### config.mk
export PLATFORM = sky130hd
export DESIGN_NAME = fft_avg_sequencer
export DESIGN_NICKNAME = d
export VERILOG_FILES = /design/src/rtl/fft_avg_pkg.sv /design/src/rtl/fft_avg_sequencer_counter.sv /design/src/rtl/fft_avg_sequencer.sv
export SDC_FILE = /design/constraint.sdc
export NUM_CORES = 1
export LEC_CHECK = 0
export CAP_MARGIN = 20
export CELL_PAD_IN_SITES_DETAIL_PLACEMENT = 2
export CELL_PAD_IN_SITES_GLOBAL_PLACEMENT = 2
export CORE_MARGIN = 4
export CORE_UTILIZATION = 34
export CTS_BUF_LIST = sky130_fd_sc_hd__clkbuf_16
export DETAILED_ROUTE_END_ITERATION = 10
export GPL_TIMING_DRIVEN = 0
export PLACE_DENSITY_LB_ADDON = 0.1
export SYNTH_ARGS = -nofsm -noshare
export SYNTH_HDL_FRONTEND = slang
export SYNTH_HIERARCHICAL = 1
export SYNTH_SLANG_ARGS = --single-unit
### constraint.sdc
create_clock -name clk -period 5.3 [get_ports clk]
set_input_delay 1.59 -clock clk [delete_from_list [all_inputs] [get_ports clk]]
set_output_delay 1.59 -clock clk [all_outputs]
set_load 0.005 [all_outputs]
### src/rtl/fft_avg_pkg.sv
`default_nettype none
// ============================================================================
// Module      : fft_avg_pkg
// Description : Shared types and constants for the FFT bin-averaging sequencer.
// Revision    : 1.0 - initial release
// ============================================================================
package fft_avg_pkg;

    typedef enum logic [1:0] {
        S_IDLE     = 2'd0,
        S_ARM      = 2'd1,
        S_RUN      = 2'd2,
        S_STOPPING = 2'd3
    } state_t;

    // Default build geometry; parameterised instances derive their own widths.
    localparam int DEF_BEATS_PER_FRAME = 256;
    localparam int DEF_MAX_LOG2_AVG    = 10;
    localparam int BEAT_W              = $clog2(DEF_BEATS_PER_FRAME);
    localparam int FRAME_W             = DEF_MAX_LOG2_AVG;

    function automatic logic [3:0] clamp_shift(input logic [3:0] k, input logic [3:0] k_max);
        return (k > k_max) ? k_max : k;
    endfunction

endpackage
`default_nettype wire

### src/rtl/fft_avg_sequencer_counter.sv
`default_nettype none
// ============================================================================
// Module      : frame_beat_counter
// Description : Cascaded beat/frame counter with programmable frame wrap 2^k-1.
// Revision    : 1.0 - initial release
// ============================================================================
module frame_beat_counter #(
    parameter int BEATS_PER_FRAME = 256,
    parameter int FRAME_W         = 10
) (
    input  logic                               clk,
    input  logic                               rst_n,
    input  logic                               en,
    input  logic                               clr,
    input  logic                               restart,
    input  logic [3:0]                         shift,
    output logic [$clog2(BEATS_PER_FRAME)-1:0] beat,
    output logic [FRAME_W-1:0]                 frame,
    output logic                               beat_tc,
    output logic                               frame_tc
);
    localparam int c_beat_w = $clog2(BEATS_PER_FRAME);

    logic [c_beat_w-1:0] r_beat;
    logic [FRAME_W-1:0]  r_frame;
    logic [FRAME_W-1:0]  w_frame_term;

    // 2^shift-1 as a mask; shift==FRAME_W gives all ones
    assign w_frame_term = ~({FRAME_W{1'b1}} << shift);
    assign beat_tc      = (r_beat == c_beat_w'(BEATS_PER_FRAME - 1));
    assign frame_tc     = (r_frame == w_frame_term);
    assign beat         = r_beat;
    assign frame        = r_frame;

    always_ff @(posedge clk) begin
        if (!rst_n || clr) begin
            r_beat  <= '0;
            r_frame <= '0;
        end else if (en) begin
            if (restart) begin
                // the restarting beat itself is beat 0, so continue from beat 1
                r_beat  <= c_beat_w'(1);
                r_frame <= '0;
            end else begin
                r_beat <= r_beat + c_beat_w'(1);
                if (beat_tc) begin
                    r_frame <= frame_tc ? '0 : r_frame + FRAME_W'(1);
                end
            end
        end
    end

endmodule
`default_nettype wire

### src/rtl/fft_avg_sequencer.sv
`default_nettype none
// ============================================================================
// Module      : fft_avg_sequencer
// Description : Period/frame sequencer driving the FFT bin-averaging strobes.
// Revision    : 1.0 - initial release
// ============================================================================
module fft_avg_sequencer
    import fft_avg_pkg::*;
#(
    parameter int BEATS_PER_FRAME = 256,
    parameter int MAX_LOG2_AVG    = 10,
    parameter int DUMP_CNT_W      = 16
) (
    input  logic                               clk,
    input  logic                               rst_n,
    input  logic [3:0]                         cfg_log2_avg,
    input  logic                               cfg_start,
    input  logic                               cfg_stop,
    input  logic                               fft_valid,
    input  logic                               fft_sof,
    output logic                               avg_en,
    output logic                               avg_first,
    output logic                               avg_last,
    output logic                               avg_dump,
    output logic [3:0]                         avg_shift,
    output logic [$clog2(BEATS_PER_FRAME)-1:0] bin_idx,
    output logic                               busy,
    output logic                               sync_err,
    output logic [DUMP_CNT_W-1:0]              dump_count
);
    localparam int c_beat_w  = $clog2(BEATS_PER_FRAME);
    localparam int c_frame_w = MAX_LOG2_AVG;

    state_t r_state;
    state_t w_next;

    logic [3:0]            r_shift;
    logic                  r_en, r_first, r_last, r_dump, r_busy, r_serr;
    logic [c_beat_w-1:0]   r_bin;
    logic [DUMP_CNT_W-1:0] r_dcnt;

    logic [c_beat_w-1:0]   w_beat;
    logic [c_frame_w-1:0]  w_frame;
    logic                  w_beat_tc, w_frame_tc;
    logic                  w_active, w_take, w_sync, w_start;
    logic                  w_first, w_last, w_dump;
    logic [c_beat_w-1:0]   w_eff_beat;

    frame_beat_counter #(
        .BEATS_PER_FRAME (BEATS_PER_FRAME),
        .FRAME_W         (c_frame_w)
    ) u_counter (
        .clk      (clk),
        .rst_n    (rst_n),
        .en       (w_take),
        .clr      (r_state == S_IDLE),
        .restart  (w_sync),
        .shift    (r_shift),
        .beat     (w_beat),
        .frame    (w_frame),
        .beat_tc  (w_beat_tc),
        .frame_tc (w_frame_tc)
    );

    assign w_active = (r_state == S_RUN) || (r_state == S_STOPPING);
    assign w_start  = (r_state == S_IDLE) && cfg_start && !cfg_stop;
    // an SOF off the frame boundary re-anchors the period at frame 0, beat 0
    assign w_sync   = w_active && fft_valid && fft_sof && (w_beat != '0);
    assign w_take   = (w_active && fft_valid) ||
                      ((r_state == S_ARM) && fft_valid && fft_sof && !cfg_stop);

    assign w_eff_beat = w_sync ? '0 : w_beat;
    assign w_first    = w_take && (w_sync || (w_frame == '0));
    assign w_last     = w_take && (w_sync ? (r_shift == 4'd0) : w_frame_tc);
    assign w_dump     = w_last && !w_sync && w_beat_tc;

    always_ff @(posedge clk) begin
        if (!rst_n) begin
            r_state <= S_IDLE;
        end else begin
            r_state <= w_next;
        end
    end

    always_comb begin
        w_next = r_state;
        case (r_state)
            S_IDLE: begin
                if (w_start) w_next = S_ARM;
            end
            S_ARM: begin
                if (cfg_stop)                    w_next = S_IDLE;
                else if (fft_valid && fft_sof)   w_next = S_RUN;
            end
            S_RUN: begin
                if (cfg_stop) w_next = w_dump ? S_IDLE : S_STOPPING;
            end
            S_STOPPING: begin
                if (w_dump) w_next = S_IDLE;
            end
            default: w_next = S_IDLE;
        endcase
    end

    always_ff @(posedge clk) begin
        if (!rst_n) begin
            r_en    <= 1'b0;
            r_first <= 1'b0;
            r_last  <= 1'b0;
            r_dump  <= 1'b0;
            r_bin   <= '0;
            r_busy  <= 1'b0;
            r_shift <= 4'd0;
            r_serr  <= 1'b0;
            r_dcnt  <= '0;
        end else begin
            r_en    <= w_take;
            r_first <= w_first;
            r_last  <= w_last;
            r_dump  <= w_dump;
            r_bin   <= w_take ? w_eff_beat : '0;
            r_busy  <= (w_next != S_IDLE);
            if (w_start) begin
                r_shift <= clamp_shift(cfg_log2_avg, 4'(MAX_LOG2_AVG));
                r_serr  <= 1'b0;
                r_dcnt  <= '0;
            end else begin
                if (w_sync) r_serr <= 1'b1;
                if (w_dump) r_dcnt <= r_dcnt + DUMP_CNT_W'(1);
            end
        end
    end

    assign avg_en     = r_en;
    assign avg_first  = r_first;
    assign avg_last   = r_last;
    assign avg_dump   = r_dump;
    assign avg_shift  = r_shift;
    assign bin_idx    = r_bin;
    assign busy       = r_busy;
    assign sync_err   = r_serr;
    assign dump_count = r_dcnt;

endmodule
`default_nettype wire

* Word level (Yosys, flattened, before mapping)
Index checks and enable logic that the tools add are counted.
** Word-level totals
- Latch bits :: 0
- RAM bits :: 0
- Register bits :: 54
- Memories kept :: 0
- Output and inout bits :: 34
- ROM bits :: 0
- Logic and storage cells :: 67
- Input bits :: 10
** Cells by class
- Magnitude comparators :: 1
- Reduce and logical (&&, ||, !) cells :: 29
- Multipliers :: 0
- Bitwise gates (word level) :: 3
- $add $sub $neg :: 3
- Divide/modulo/power cells :: 0
- Shift-type cells :: 1
- Multiplexer cells :: 13
- Equality and inequality tests :: 5
** Operator list (number)
- $mux 10 :: 3
- $add 16x1->16 const B :: 1
- $logic_and 1x1->1 :: 13
- $mux 2 :: 6
- $add 10x1->10 const B :: 1
- $eq 10x10->1 :: 1
- $logic_not 10->1 :: 1
- $not 10->10 :: 1
- $shl 10x4->10 const A :: 1
- $add 8x1->8 const B :: 1
- $eq 8x8->1 const B :: 1
- $mux 8 :: 1
- $pmux 2 s4 :: 1
- $reduce_bool 8->1 :: 1
- $eq 2x2->1 const B :: 2
- $gt 4x4->1 const B :: 1
- $logic_not 4->1 :: 1
- $logic_or 1x1->1 :: 4
- $mux 4 :: 1
- $reduce_bool 2->1 :: 2
- $logic_not 1->1 :: 3
- $reduce_or 3->1 :: 1
- $eq 2x1->1 const B :: 1
- $logic_not 2->1 :: 1
- other kinds (4) :: 5

* Longest topological paths before layout
Gate-level depths: netlist (run 1).
- Depth after elaboration :: 13
- Depth in mapped cells :: 11

* By module
The synthesis (run 1) kept the hierarchy.
** Modules (own cells, without submodules)
- fft_avg_sequencer :: cells each 180, instances 1, seq. area each 720.7 sq um, area an instance 1607.8 sq um
- frame_beat_counter :: cells each 145, instances 1, seq. area each 360.3 sq um, area an instance 1179.9 sq um

* Worst setup path after synthesis (run 1)
OpenSTA, ideal clock, no wires.
- Path kind :: input -> register
- Start :: input cfg_stop
- End :: register u_counter.r_frame[8], in the netlist u_counter/frame[8]
- Data required time :: 5168 ps
- Stages on the path :: 10
- Buffers on the path :: 3
- Data arrival time :: 3156 ps
- Setup time :: 132 ps
- Setup slack :: 2012 ps
- Path through :: and3b_1 > clkbuf_1 > o21a_1 > buf_2 > nand4_1 > o21ai_2 > buf_2 > nand4_1 > xnor2_1 > nor3_1
** Between the ends
- Longest elaborated chain between the ends :: 4
** RTL lines
- start: declaration :: line fft_avg_sequencer.sv:18 : input logic cfg_stop,
- $logic_not 1->1 :: line fft_avg_sequencer.sv:70 : ((r_state == S_ARM) && fft_valid && fft_sof && !cfg_stop);
- $logic_and 1x1->1 :: line fft_avg_sequencer.sv:70
- $logic_or 1x1->1 :: line fft_avg_sequencer.sv:69 : assign w_take = (w_active && fft_valid) ||
- named net w_take :: line fft_avg_sequencer.sv:45 : logic w_active, w_take, w_sync, w_start;
- $reduce_and 2->1 (no source line)
- end signal: assignment :: line fft_avg_sequencer_counter.sv:47 : r_frame <= frame_tc ? '0 : r_frame + FRAME_W'(1);
- end: declaration :: line fft_avg_sequencer_counter.sv:25 : logic [FRAME_W-1:0] r_frame;
The timed path passes the listed nets, and every way through them passes these cells.
A chain may end at the register's enable or synchronous reset.

* Final worst setup path (run 1)
- Start :: input fft_valid
- End :: register u_counter.r_frame[7], in the netlist u_counter/frame[7]
** Between the ends
- Longest elaborated chain between the ends :: 5
- Elaborated cells between the ends (all ways) :: 10
** RTL lines
- start: declaration :: line fft_avg_sequencer.sv:19 : input logic fft_valid,
- $logic_and 1x1->1 * (3 in series) :: line fft_avg_sequencer.sv:68 : assign w_sync = w_active && fft_valid && fft_sof && (w_beat != '0);
- named net w_sync :: line fft_avg_sequencer.sv:45
- $reduce_bool 2->1 (no source line)
- $reduce_and 2->1 (no source line)
The timed path passes the listed nets; every way through them passes the cells marked *.

==> flow_summary.ini, run 1 <==
[setup_path]
cp_top_family = buffers and inverters
cp_max_fo = 13
crit_path_end_kind = flop
slowest_delay_ns = 0.62
crit_required_ns = 5.50
start_kind = primary input
cpMaxStageDelayCell = clkdlybuf4s50_1
reg2reg_to = dump_count[14]
critPathBufInv = 5
crit_chain = clkdlybuf4s50_1 > o2111ai_4 > inv_2 > buf_6 > clkbuf_1 > nand2_1 > o21ai_2 > buf_2 > nand3b_1 > xor2_1 > nor3_1
path_depth = 11
rr_startpoint = avg_shift[1]
reg2reg_setup_slack_ns = 1.76
critical_path_class = primary input to flop
r2r_cells = 10
cp.arrival_ns = 4.30

[floorplanning]
start_util_pct = 35.5
fp.dieW_um = 98.6
ios = 44
die_h_um = 98.6
dieArea_mm2 = 0.00971
core_mm2 = 0.00785
rows = 32

[sta]
fin_crit_ns = 4.10
hold_viol = 0
setup_violations = 0
tns_ns = 0
slew_viol_final = 0
fin_hold_ws_ns = 0.476
skew_ns = 0.00597
fin_crit_sh_pct = 77.4
tightest_slew_ns = 0.874
rsz0062_at_grt = false
max-slew-margin-rel_pct = 41.6
fmax_ghz = 0.244

[route]
wl_um = 8440
drt_iter0_drc = 44
drtAntennaViolNets = 0
avgRoutedWirePerCell_um = 17.6
vias_per_cell = 5.51
first_pass_iters = 5
via_count = 2637
drc = 0

[clock_tree]
cts_buffer_depth = 2
cts_tree = yes
cts_post_setup_buffers_inserted = 0
clk_latency_ns = 0.29
h-tree-depth = 2
cts_resized = 0
clock_sinks = 54
hold_buffers = 0
numCtsBuffers = 5
root_buffer = clkbuf_16
clk_pin_slew_worst_paths_ns = 0.07

[yosys]
synthCells = 325
syn_area_mm2 = 0.00279
avgSynthCellArea_um2 = 8.58
yosysWarnings = 6
ys_seq_elements = 54
synth_nets = 338
synthArstFlopShare_pct = 0
synth_cell_types = 56
synth-main-ff-cell = dfxtp_1
ys_seq_area_share_pct = 38.8
synth_edf_count = 0

[power]
vdd_drop_max_mv = 0.129
power.density_mw_per_mm2 = 232
leakagePower_nw = 1.17

[outcome]
status = completed

[cells_and_area]
final_layout_size_suffix_gt1_share_pct = 7.69
fin_nets = 389
syn_to_final_growth_pct = 25.4
final_util_pct = 44.6
postLayoutCellArea_mm2 = 0.00350
stdcell_count = 479
antenna_cells = 0

[flow_run]
drv_cap = 0

[place]
port_buffers = 43
globalplace.congestion = 0.754
hpwlAfterDp_um = 6190
placed_area_mm2 = 0.00336
place_inst = 471

[global_routing]
grt_overflow = 0
grt_pass1_wl_um = 14400
grt_pass1_vias = 2733
antenna_found_initial = 0
grt_usage_pct = 17.9
grt_max_degree = 17

[hold_path]
holdPathEnd = dump_count[15]
hold_class = flop to flop
holdPathStages = 2
hp-start = dump_count[15]
## power by group
group	total [mW]	switching, mW	internal [mW]
sequential	0.414	0.00475	0.409
clock	0.326	0.153	0.173
combinational	0.0722	0.0402	0.0319
## worst max-delay path by stage
stage / from / end / slack [ns]
floorplan: cfg_stop / u_counter/frame[8] / 2.01
global route: fft_sof / u_counter/frame[8] / 0.95
detailed placement: fft_valid / u_counter/frame[3] / 0.87
CTS: fft_valid / u_counter/frame[3] / 1.15
finish: fft_valid / u_counter/frame[7] / 1.20
global placement: fft_valid / u_counter/frame[0] / 0.92
## cells in the mapped netlist (2+ instances only)
master	instances	share of area, %
nor4b_1	3	0.94
buf_2	2	0.36
xnor2_1	4	1.3
buf_1	2	0.27
o31ai_1	9	2.4
nand2_1	23	3.1
nor3_1	14	2.5
nand2b_1	7	1.6
or4_4	2	0.81
and3_1	4	0.90
inv_1	10	1.3
nor4_1	11	2.5
xor2_1	8	2.5
and2_1	8	1.8
o21ai_2	2	0.63
mux2i_1	8	2.9
nand4_1	11	2.5
ha_1	3	1.3
and4_1	2	0.63
dfxtp_1	54	39
clkbuf_1	10	1.3
buf_6	2	0.81
o2111ai_1	2	0.63
o21a_1	3	0.81
nand3b_1	3	0.81
a21oi_1	21	3.8
o21ai_0	12	2.2
clkbuf_8	2	0.99
nand3_1	14	2.5
o211ai_1	4	1.1
nor2_1	25	3.4
or4_1	6	1.6
or3_1	11	2.5
## cells by family (layout without fill, tap and decap cells)
group / Yosys count / in the layout / share of synthesized area (%)
buffers and inverters: 30 / 82 / 5.43
muxes: 9 / 9 / 3.28
adders and majority gates: 3 / 3 / 1.35
xor gates and xnor gates: 12 / 12 / 3.77
DFF: 54 / 54 / 38.8
and+or+nand+nor: 152 / 152 / 30.7
AOI/OAI and AO/OA: 65 / 65 / 16.7
## per-stage QoR
step,worst slack (ns),total power [mW]
6_report,1.20,0.812
3_3_place_gp,0.918,0.492
5_1_grt,0.954,0.849
4_1_cts,1.15,0.821
3_5_place_dp,0.866,0.495
2_1_floorplan,2.01,0.465
## layer usage
layer,GRT usage (%),part of all wire (%),vias up
li1,-,-,1287
met1,23.1,46,1316
met2,31.4,51,28
met3,3.04,2.2,6
met4,3.78,0.83,0
met5,0,0,-
## worst min-delay path, cell delays in order, from the launching register on
cell and delay [ns]:
dfxtp_1 0.32, nand2_1 0.06, mux2i_1 0.05
## placed cells by master, fill, tap and decap left out, types with 2 or more instances in the layout
cell	n
dfxtp_1	54
clkdlybuf4s50_1	43
nor2_1	25
nand2_1	23
a21oi_1	21
nand3_1	14
nor3_1	14
o21ai_0	12
or3_1	11
nand4_1	11
nor4_1	11
clkbuf_1	10
inv_1	10
o31ai_1	9
and2_1	8
mux2i_1	8
xor2_1	8
nand2b_1	7
or4_1	6
clkbuf_16	5
o211ai_1	4
and3_1	4
xnor2_1	4
o21a_1	3
nor4b_1	3
nand3b_1	3
ha_1	3
or4_4	2
buf_6	2
o2111ai_1	2
and4_1	2
buf_1	2
clkbuf_8	2
buf_2	2
o21ai_2	2
## state kept, by name, summed over array words and instances (netlist names)
register and flops:
busy 1, avg_last 1, avg_en 1, bin_idx 8, avg_dump 1, dump_count 16, r_state 2, u_counter/frame 10
u_counter/beat 8, sync_err 1, avg_first 1, avg_shift 4
## final cells by class
type	instances	area, µm²
plain buffers	19	110
clock buffers	5	125
clock inverters	3	16.3
fillers	903	4350
inverters	11	41.3
multi-input cells	241	1560
flip-flops and latches	54	1080
well taps	102	128
repair buffers	44	440
No activity file was read; power rests on OpenSTA's default activity.
==> inputs of run 2 (changes only) <==
--- a/config.mk
+++ b/config.mk
@@ -9,7 +9,7 @@
 export CELL_PAD_IN_SITES_DETAIL_PLACEMENT = 2
 export CELL_PAD_IN_SITES_GLOBAL_PLACEMENT = 2
 export CORE_MARGIN = 4
-export CORE_UTILIZATION = 34
+export CORE_UTILIZATION = 32
 export CTS_BUF_LIST = sky130_fd_sc_hd__clkbuf_16
 export DETAILED_ROUTE_END_ITERATION = 10
 export GPL_TIMING_DRIVEN = 0
==> constraint.sdc (replaced) <==
create_clock -name clk -period 4 [get_ports clk]
set_input_delay 1.2 -clock clk [delete_from_list [all_inputs] [get_ports clk]]
set_output_delay 1.2 -clock clk [all_outputs]
set_load 0.005 [all_outputs]
==> flow_summary.ini, run 2 (same netlist as run 1, synthesis figures left out) <==
[floorplanning]
dieArea_mm2 = 0.0103
die_h_um = 101
core_mm2 = 0.00834
ios = 44
rows = 33
fp.dieW_um = 101
start_util_pct = 33.4

[route]
drtAntennaViolNets = 0
wl_um = 8280
via_count = 2646
drc = 0
first_pass_iters = 4
drt_iter0_drc = 60
avgRoutedWirePerCell_um = 17.2
vias_per_cell = 5.49

[cells_and_area]
mostFrequentLayoutCells = dfxtp_1 (54), clkdlybuf4s50_1 (43), nor2_1 (25), nand2_1 (23), a21oi_1 (21)
final_util_pct = 42.0
fin_nets = 389
largest_reg_flops = 16
final_common_cell = dfxtp_1
final_layout_size_suffix_gt1_share_pct = 7.69
antenna_cells = 0
syn_to_final_growth_pct = 25.8
postLayoutCellArea_mm2 = 0.00351
stdcell_count = 482

[clock_tree]
cts_tree = yes
root_buffer = clkbuf_16
h-tree-depth = 2
hold_buffers = 0
clock_sinks = 54
cts_post_setup_buffers_inserted = 0
cts_resized = 0
cts_buffer_depth = 2
clk_latency_ns = 0.29
numCtsBuffers = 5
clk_pin_slew_worst_paths_ns = 0.07

[power]
p_clk_share_pct = 40.4
pwr-share-seq_pct = 50.8
power.density_mw_per_mm2 = 308
power.internal_mw = 0.817
p_sw_share_pct = 24.3
vdd_drop_max_mv = 0.140
p_comb_share_pct = 8.8
p_switching_mw = 0.263
leakagePower_nw = 1.17

[global_routing]
grt_max_degree = 18
grt_usage_pct = 16.8
grt_pass1_wl_um = 14100
grt_pass1_vias = 2763
antenna_found_initial = 0
grt_overflow = 0

[setup_path]
cp.arrival_ns = 3.84
crit_chain = clkdlybuf4s50_1 > o2111ai_4 > inv_2 > buf_6 > clkbuf_1 > nand2_1 > o21ai_2 > buf_2 > nand4_1 > xnor2_1 > nor3_1
reg2reg_to = dump_count[14]
path_depth = 11
reg2reg_setup_slack_ns = 0.50
critPathBufInv = 5
crit_path_end_kind = flop
cpMaxStageDelayCell = clkdlybuf4s50_1
cp_max_fo = 13
slowest_delay_ns = 0.62
crit_required_ns = 4.16
rr_startpoint = avg_shift[1]
r2r_cells = 10
startpoint = fft_valid
crit_path_end = u_counter/frame[8]
cp_top_family = buffers and inverters
critical_path_class = primary input to flop
start_kind = primary input

[sta]
tns_ns = 0
skew_ns = 0.00467
fin_ws_ns = 0.319
fmax_ghz = 0.272
slew_viol_final = 0
fin_crit_sh_pct = 92.0
tightest_slew_ns = 0.833
setup_violations = 0
max-slew-margin-rel_pct = 43.9
rsz0062_at_grt = false
fin_crit_ns = 3.68
hold_viol = 0

[hold_path]
hp-start = dump_count[15]
hold_class = flop to flop

[flow_run]
drv_cap = 0

[place]
pre_cts_ws_ns = -0.00589
hpwlAfterDp_um = 6140
place_inst = 474
placed_area_mm2 = 0.00336
port_buffers = 43
globalplace.congestion = 0.786

[outcome]
status = completed
[run 2: cell count changes in the layout (fill, tap and decap cells not counted), sizes merged]
| cell | change |
|---|---|
| inv | +1 |
| clkdlybuf4s18 | -1 |
| clkinv | -1 |
| clkdlybuf4s15 | +1 |
[run 2: cell type report]
cell class	count	area, µm²
fill	926	4830
multi-input combinational	241	1560
sequential	54	1080
timing repair buffer	44	442
tap	105	131
clock buffer	5	125
buffer	19	110
inverter	11	41.3
clock inverter	3	20.0
[run 2: stage by stage]
stage / hold WS (ns) / power, mW
after floorplan: 0.460 / 0.616
after global placement: 0.452 / 0.653
after detailed placement: 0.470 / 0.657
after CTS: 0.487 / 1.10
after global routing: 0.516 / 1.13
final: 0.481 / 1.08
[run 2: metal layers]
metal,GRT usage (%),part of all wire (%)
met1,22.0,47
met3,2.62,2.9
met5,0,0
met4,3.37,0.66
met2,29.4,49
[run 2: how the worst min path moves through the flow]
stage	cells after the start	to	slack, ns
6_report	2	dump_count[15]	0.48
3_5_place_dp	2	dump_count[15]	0.47
4_1_cts	2	dump_count[15]	0.49
2_1_floorplan	2	dump_count[15]	0.46
3_3_place_gp	2	sync_err	0.45
5_1_grt	2	dump_count[15]	0.52
[run 2: power groups by stage]
stage          logic, mW  clock network (mW)  registers, mW
2_1_floorplan     0.0570                   0          0.559
3_3_place_gp      0.0924                   0          0.560
3_5_place_dp      0.0963                   0          0.561
4_1_cts           0.0969               0.457          0.548
5_1_grt            0.106               0.478          0.549
6_report          0.0953               0.436          0.548
[run 2: worst reg2reg max path: cells and delay by family (launching register included)]
family                 cells  cell delay [ns]
and+or+nand+nor            4             1.40
muxes                      1             0.23
AOI/OAI and AO/OA          3             0.99
buffers and inverters      2             0.39
DFF                        1             0.43
==> inputs of run 3 (changes only) <==
--- a/config.mk
+++ b/config.mk
@@ -11,6 +11,7 @@
 export CORE_MARGIN = 4
 export CORE_UTILIZATION = 32
 export CTS_BUF_LIST = sky130_fd_sc_hd__clkbuf_16
+export CTS_CLUSTER_SIZE = 16
 export DETAILED_ROUTE_END_ITERATION = 10
 export GPL_TIMING_DRIVEN = 0
 export PLACE_DENSITY_LB_ADDON = 0.1
==> results of run 3 <==
Same layout as run 2: the final DEF is identical, and so are final timing and power.
==> variant 1, RTL diff (settings of run 2) <==
The parameter `MAX_LOG2_AVG` goes from 10 to 11.
--- a/src/rtl/fft_avg_sequencer.sv
+++ b/src/rtl/fft_avg_sequencer.sv
@@ -10,3 +10,3 @@
     parameter int BEATS_PER_FRAME = 256,
-    parameter int MAX_LOG2_AVG    = 10,
+    parameter int MAX_LOG2_AVG    = 11,
     parameter int DUMP_CNT_W      = 16
Formal check against the unedited RTL: not equivalent (Yosys sat finds a counterexample within 4 cycles, from zero or initial values and one cycle with rst_n low).
==> variant 1 against run 2 <==
  * Worst setup slack gained 0.0078 ns
  * Via count down 0.42%
  * Largest cell class unchanged
  * Global-route usage is 0.32 points higher
  * Power about the same
  * Maximum frequency up 0.21%
  * Sequential cell count is 1 higher
  * Critical path type unchanged
  * Critical endpoint is now u_counter/frame[9]
  * Sequential share of layout area rose by 1.0 points
  * Routed wire length grew 0.40%
  * Cell area decreased by 1.5%
  * Area after synthesis decreased by 0.99%
==> variant 1: results (changes against run 2) <==
[global_routing]
grt_max_degree = 17  ; -1
use_met1 = 0.2248  ; +0.004842
grt_pass1_vias = 2797  ; +1.2%
grt_util_met2 = 0.2896  ; -0.004142
gr-usage-all-layers = 0.1715  ; +0.003157
grt_pass1_wl_um = 14050  ; about the same
gr-usage-met3 = 0.02907  ; +0.002895

[route]
routed-wl-met2_um = 4181  ; +2.4%
vias = 2635  ; -0.42%
drt-met1-wl_um = 3834  ; -1.7%
drt_iter0_drc = 53  ; -12%
wl_met3_um = 190  ; -20%
vias_per_cell = 5.513  ; +0.42%
wl_per_cell_um = 17.39  ; +1.2%

[worst_setup_path]
startpoint = cfg_stop
cp-endpoint = u_counter/frame[9]
cp_max_fo = 10  ; -3
r2r-start = avg_shift[2]
rr_endpoint = dump_count[11]
ff2ff_path_depth = 11  ; +1
max_stage_delay_ns = 0.53  ; -0.09 ns
r2r_slack_ns = 0.68  ; +0.18 ns

[pwr]
p_leak_uw = 0.001270  ; +8.6%
vdd_drop_max_mv = 0.1707  ; +22%
comb_cell_power_uw = 91.1  ; -4.4%
p_total_uw = 1079  ; about the same
p_clk_frac = 0.397  ; -0.007
switching_share = 0.2401  ; -0.003383

[synth]
synth_area_leaders = dfxtp_1 (40%), xor2_1 (4.4%), a21oi_1 (4.2%)
ys_types = 55  ; -1.8%
yosysSeqAreaShare = 0.3989  ; +0.01112
syn_inst = 324  ; -0.31%
yosys-top-cells-count = dfxtp_1 (55), nand2_1 (27), nor2_1 (26)

[placed_design]
dp_slack_ns = -0.2181  ; -0.2122 ns
place_area_mm2 = 0.003322  ; -1.2%
placedCellCount = 472  ; -0.42%
dp_hpwl_um = 6227  ; +1.5%
gp_congestion = 0.7016  ; -11%

[cells_and_area]
diodes = 0  ; unchanged
drive_above_1_share = 0.06434  ; -0.01258
fin_nets = 385  ; -1.0%

[timing]
finalClockSkew_ns = 0.005894  ; +0.001228 ns
fin_crit_ns = 3.673  ; -0.007753 ns
maxSlewHeadroom = 0.4984  ; +0.05936
fin_hold_ws_ns = 0.4799  ; -0.0009650 ns

[status]
run_status = completed

[worst_hold_path]
worstHoldStart = sync_err
whs_endpoint = sync_err

## variant 1: cell count changes in the layout (fill, tap and decap cells not counted), moves of 4 or more
cell,delta
and3_1,+5
nor4_1,-7
nor3_1,-9
nand2_1,+4
xor2_1,+6
inv_1,-4
## variant 1: kinds of logic after synthesis
family          Yosys count  share of synthesized area
compound gates           67                     0.1686
xor+xnor                 16                    0.05077
fa+ha+maj                 3                    0.01360
buf+inv                  24                    0.03989
flops                    55                     0.3989
mux                       6                    0.02176
simple gates            153                     0.3064
## variant 1: layout make-up
type | count | area [um^2]
flip-flops and latches | 55 | 1101
plain buffers | 15 | 76.32
clock buffers | 5 | 125.1
inverters | 7 | 26.28
well taps | 105 | 131.4
multi-input cells | 245 | 1549
clock inverters | 3 | 15.01
fillers | 941 | 4845
repair buffers | 43 | 430.4
## variant 1: worst max-delay path: cells and delay by family
family / cells / cell delay [ns]
AND/OR/NAND/NOR: 4 / 0.95
buffers and inverters: 4 / 1.12
AO/OA/AOI/OAI: 2 / 0.56
==> variant 2, RTL diff (config.mk and constraints of run 2) <==
Made on the original files. Make the reset (`rst_n`) asynchronous in 2 clocked blocks.
--- a/src/rtl/fft_avg_sequencer.sv
+++ b/src/rtl/fft_avg_sequencer.sv
@@ -76,3 +76,3 @@
 
-    always_ff @(posedge clk) begin
+    always_ff @(posedge clk or negedge rst_n) begin
         if (!rst_n) begin
@@ -104,3 +104,3 @@
 
-    always_ff @(posedge clk) begin
+    always_ff @(posedge clk or negedge rst_n) begin
         if (!rst_n) begin
Function: differs if rst_n is asserted again (counterexample within 4 cycles, from zero or initial values and one cycle with rst_n low); with rst_n held inactive, the same outputs for 10 cycles.
==> variant 2 against run 2 <==
  * Cell area increased by 6.1%
  * Sequential cell count unchanged
  * Worst setup slack improved by 0.0038 ns
  * Critical path type unchanged
  * Maximum frequency increased by 0.10%
  * Area after synthesis increased by 5.2%
  * Clock skew increased by 0.0024 ns
  * Routed wire length increased by 7.5%
  * First-iteration DRC count increased by 38%
Power is not compared: it rests on default switching activity, and its combinational part moved more than twofold at a synthesized area within 25%.
==> variant 2: results (changes against run 2) <==
[placed_design]
dp_hpwl_um = 6478  ; +5.6%
dp_slack_ns = -0.6088  ; -0.6029 ns
gp_congestion = 0.7275  ; -7.5%
place_area_mm2 = 0.003498  ; +4.1%

[cts]
clock_latency_ns = 0.29  ; about the same

[cells_and_area]
nFillCells = 967  ; +4.4%
fin_nets = 383  ; -1.5%
drive_above_1_share = 0.1105  ; +0.03359

[synth]
yosys-top-cells-count = dfrtp_1 (36), nand2_1 (36), nor2_1 (25)
synth_area_leaders = dfrtp_1 (31%), dfxtp_1 (12%), nand2_1 (4.6%)
ys_types = 58  ; +3.6%
syn_nets = 331  ; -2.1%
synthArstFlopShare = 0.6667  ; +0.6667
yosysSeqAreaShare = 0.4302  ; +0.04243

[timing]
finalClockSkew_ns = 0.007083  ; +0.002416 ns
maxSlewHeadroom = 0.4209  ; -0.01812

[global_routing]
antenna_found_initial = 0  ; unchanged
gr-usage-all-layers = 0.1677  ; -0.0006548
grt_pass1_wl_um = 15020  ; +6.8%
grt_pass1_vias = 2971  ; +7.5%
grt_max_degree = 38  ; +20

[status]
run_status = completed

[worst_setup_path]
arrival_ns = 3.89  ; +0.05 ns
cp_max_fo = 12  ; -1

[route]
drt_iter0_drc = 83  ; +38%
vias = 2656  ; +0.38%
wl_per_cell_um = 18.58  ; +8.2%
first_pass_iters = 4  ; unchanged

[pwr]
p_leak_uw = 0.001462

variant 2: cell types whose count changed after synthesis, moves of 4 or more:
cell	run 2	this run
o31ai_1	9	5
or3_1	11	4
dfrtp_1	0	36
and2_1	8	3
o211ai_1	4	0
and3_1	4	11
nand2_1	23	36
inv_1	10	6
dfxtp_1	54	18
nand4_1	11	16
a21oi_1	21	13
variant 2: report_power, final:
part / leakage (uW) / internal (uW) / switching, uW
clock network: 0.0000915 / 357 / 202
logic: 0.000743 / 231 / 297
registers: 0.000628 / 595 / 60.9
total: 0.00146 / 1180 / 560
variant 2: kinds of logic after synthesis:
group,Yosys count,synth area share
buffers and inverters,25,0.04609
and+or+nand+nor,160,0.3035
adders and majority gates,3,0.01281
AOI/OAI and AO/OA,52,0.1302
DFF,54,0.4302
muxes,12,0.04140
xor gates and xnor gates,12,0.03585
variant 2: what timing repair did:
action,4_1_cts,5_1_grt
buffers inserted,0,3
endpoints found under the setup margin,16,13
pin swaps,0,1
hold endpoints to repair,0,0
resized for setup,2,4
variant 2: area by class of cell:
cell class,instances,area (um^2),area share
Multi-Input combinational cell,239,1550,0.4166
Sequential cell,54,1261,0.3389
Clock buffer,5,125.1,0.03362
Buffer,16,103.9,0.02791
Inverter,7,28.78,0.007734
Timing Repair Buffer,47,452.9,0.1217
Clock inverter,3,63.81,0.01715
Tap cell,108,135.1,0.03631
variant 2: layer usage:
layer,share of wire,vias to the layer above,track usage
li1,-,1261,-
met1,0.46,1353,0.2120
met2,0.51,38,0.3047
met3,0.022,4,0.02363
met4,0.0061,0,0.03419
met5,0,-,0
variant 2: final timing paths:
check                              from                 end  slack (ns)  depth (start not counted)
setup / recovery               cfg_stop  u_counter/frame[8]        0.32                         11
hold / removal                 sync_err            sync_err        0.52                          2
setup reg to reg           avg_shift[1]      dump_count[13]        0.45                         10
hold reg to reg                sync_err            sync_err        0.52                          2
max in group asynchronous         rst_n        avg_shift[2]        2.43                          1
min in group asynchronous         rst_n          bin_idx[2]        1.01                          1
variant 2: stage by stage:
stage          hold slack (ns)  TNS [ns]  instances
4_1_cts                 0.5325         0        477
3_5_place_dp            0.5110    -7.208        470
2_1_floorplan           0.4905         0        318
5_1_grt                 0.5651         0        479
3_3_place_gp            0.4965    -8.502        469
6_report                0.5212         0        479
variant 2: critical path, cell delays in order:
cell and delay, ns:
clkdlybuf4s50_1 0.50, nand4b_1 0.30, and2_2 0.33, inv_4 0.15
buf_2 0.22, nand4_1 0.24, o21ai_4 0.28, clkbuf_4 0.26
nand4_1 0.12, xnor2_1 0.15, nor3_1 0.13
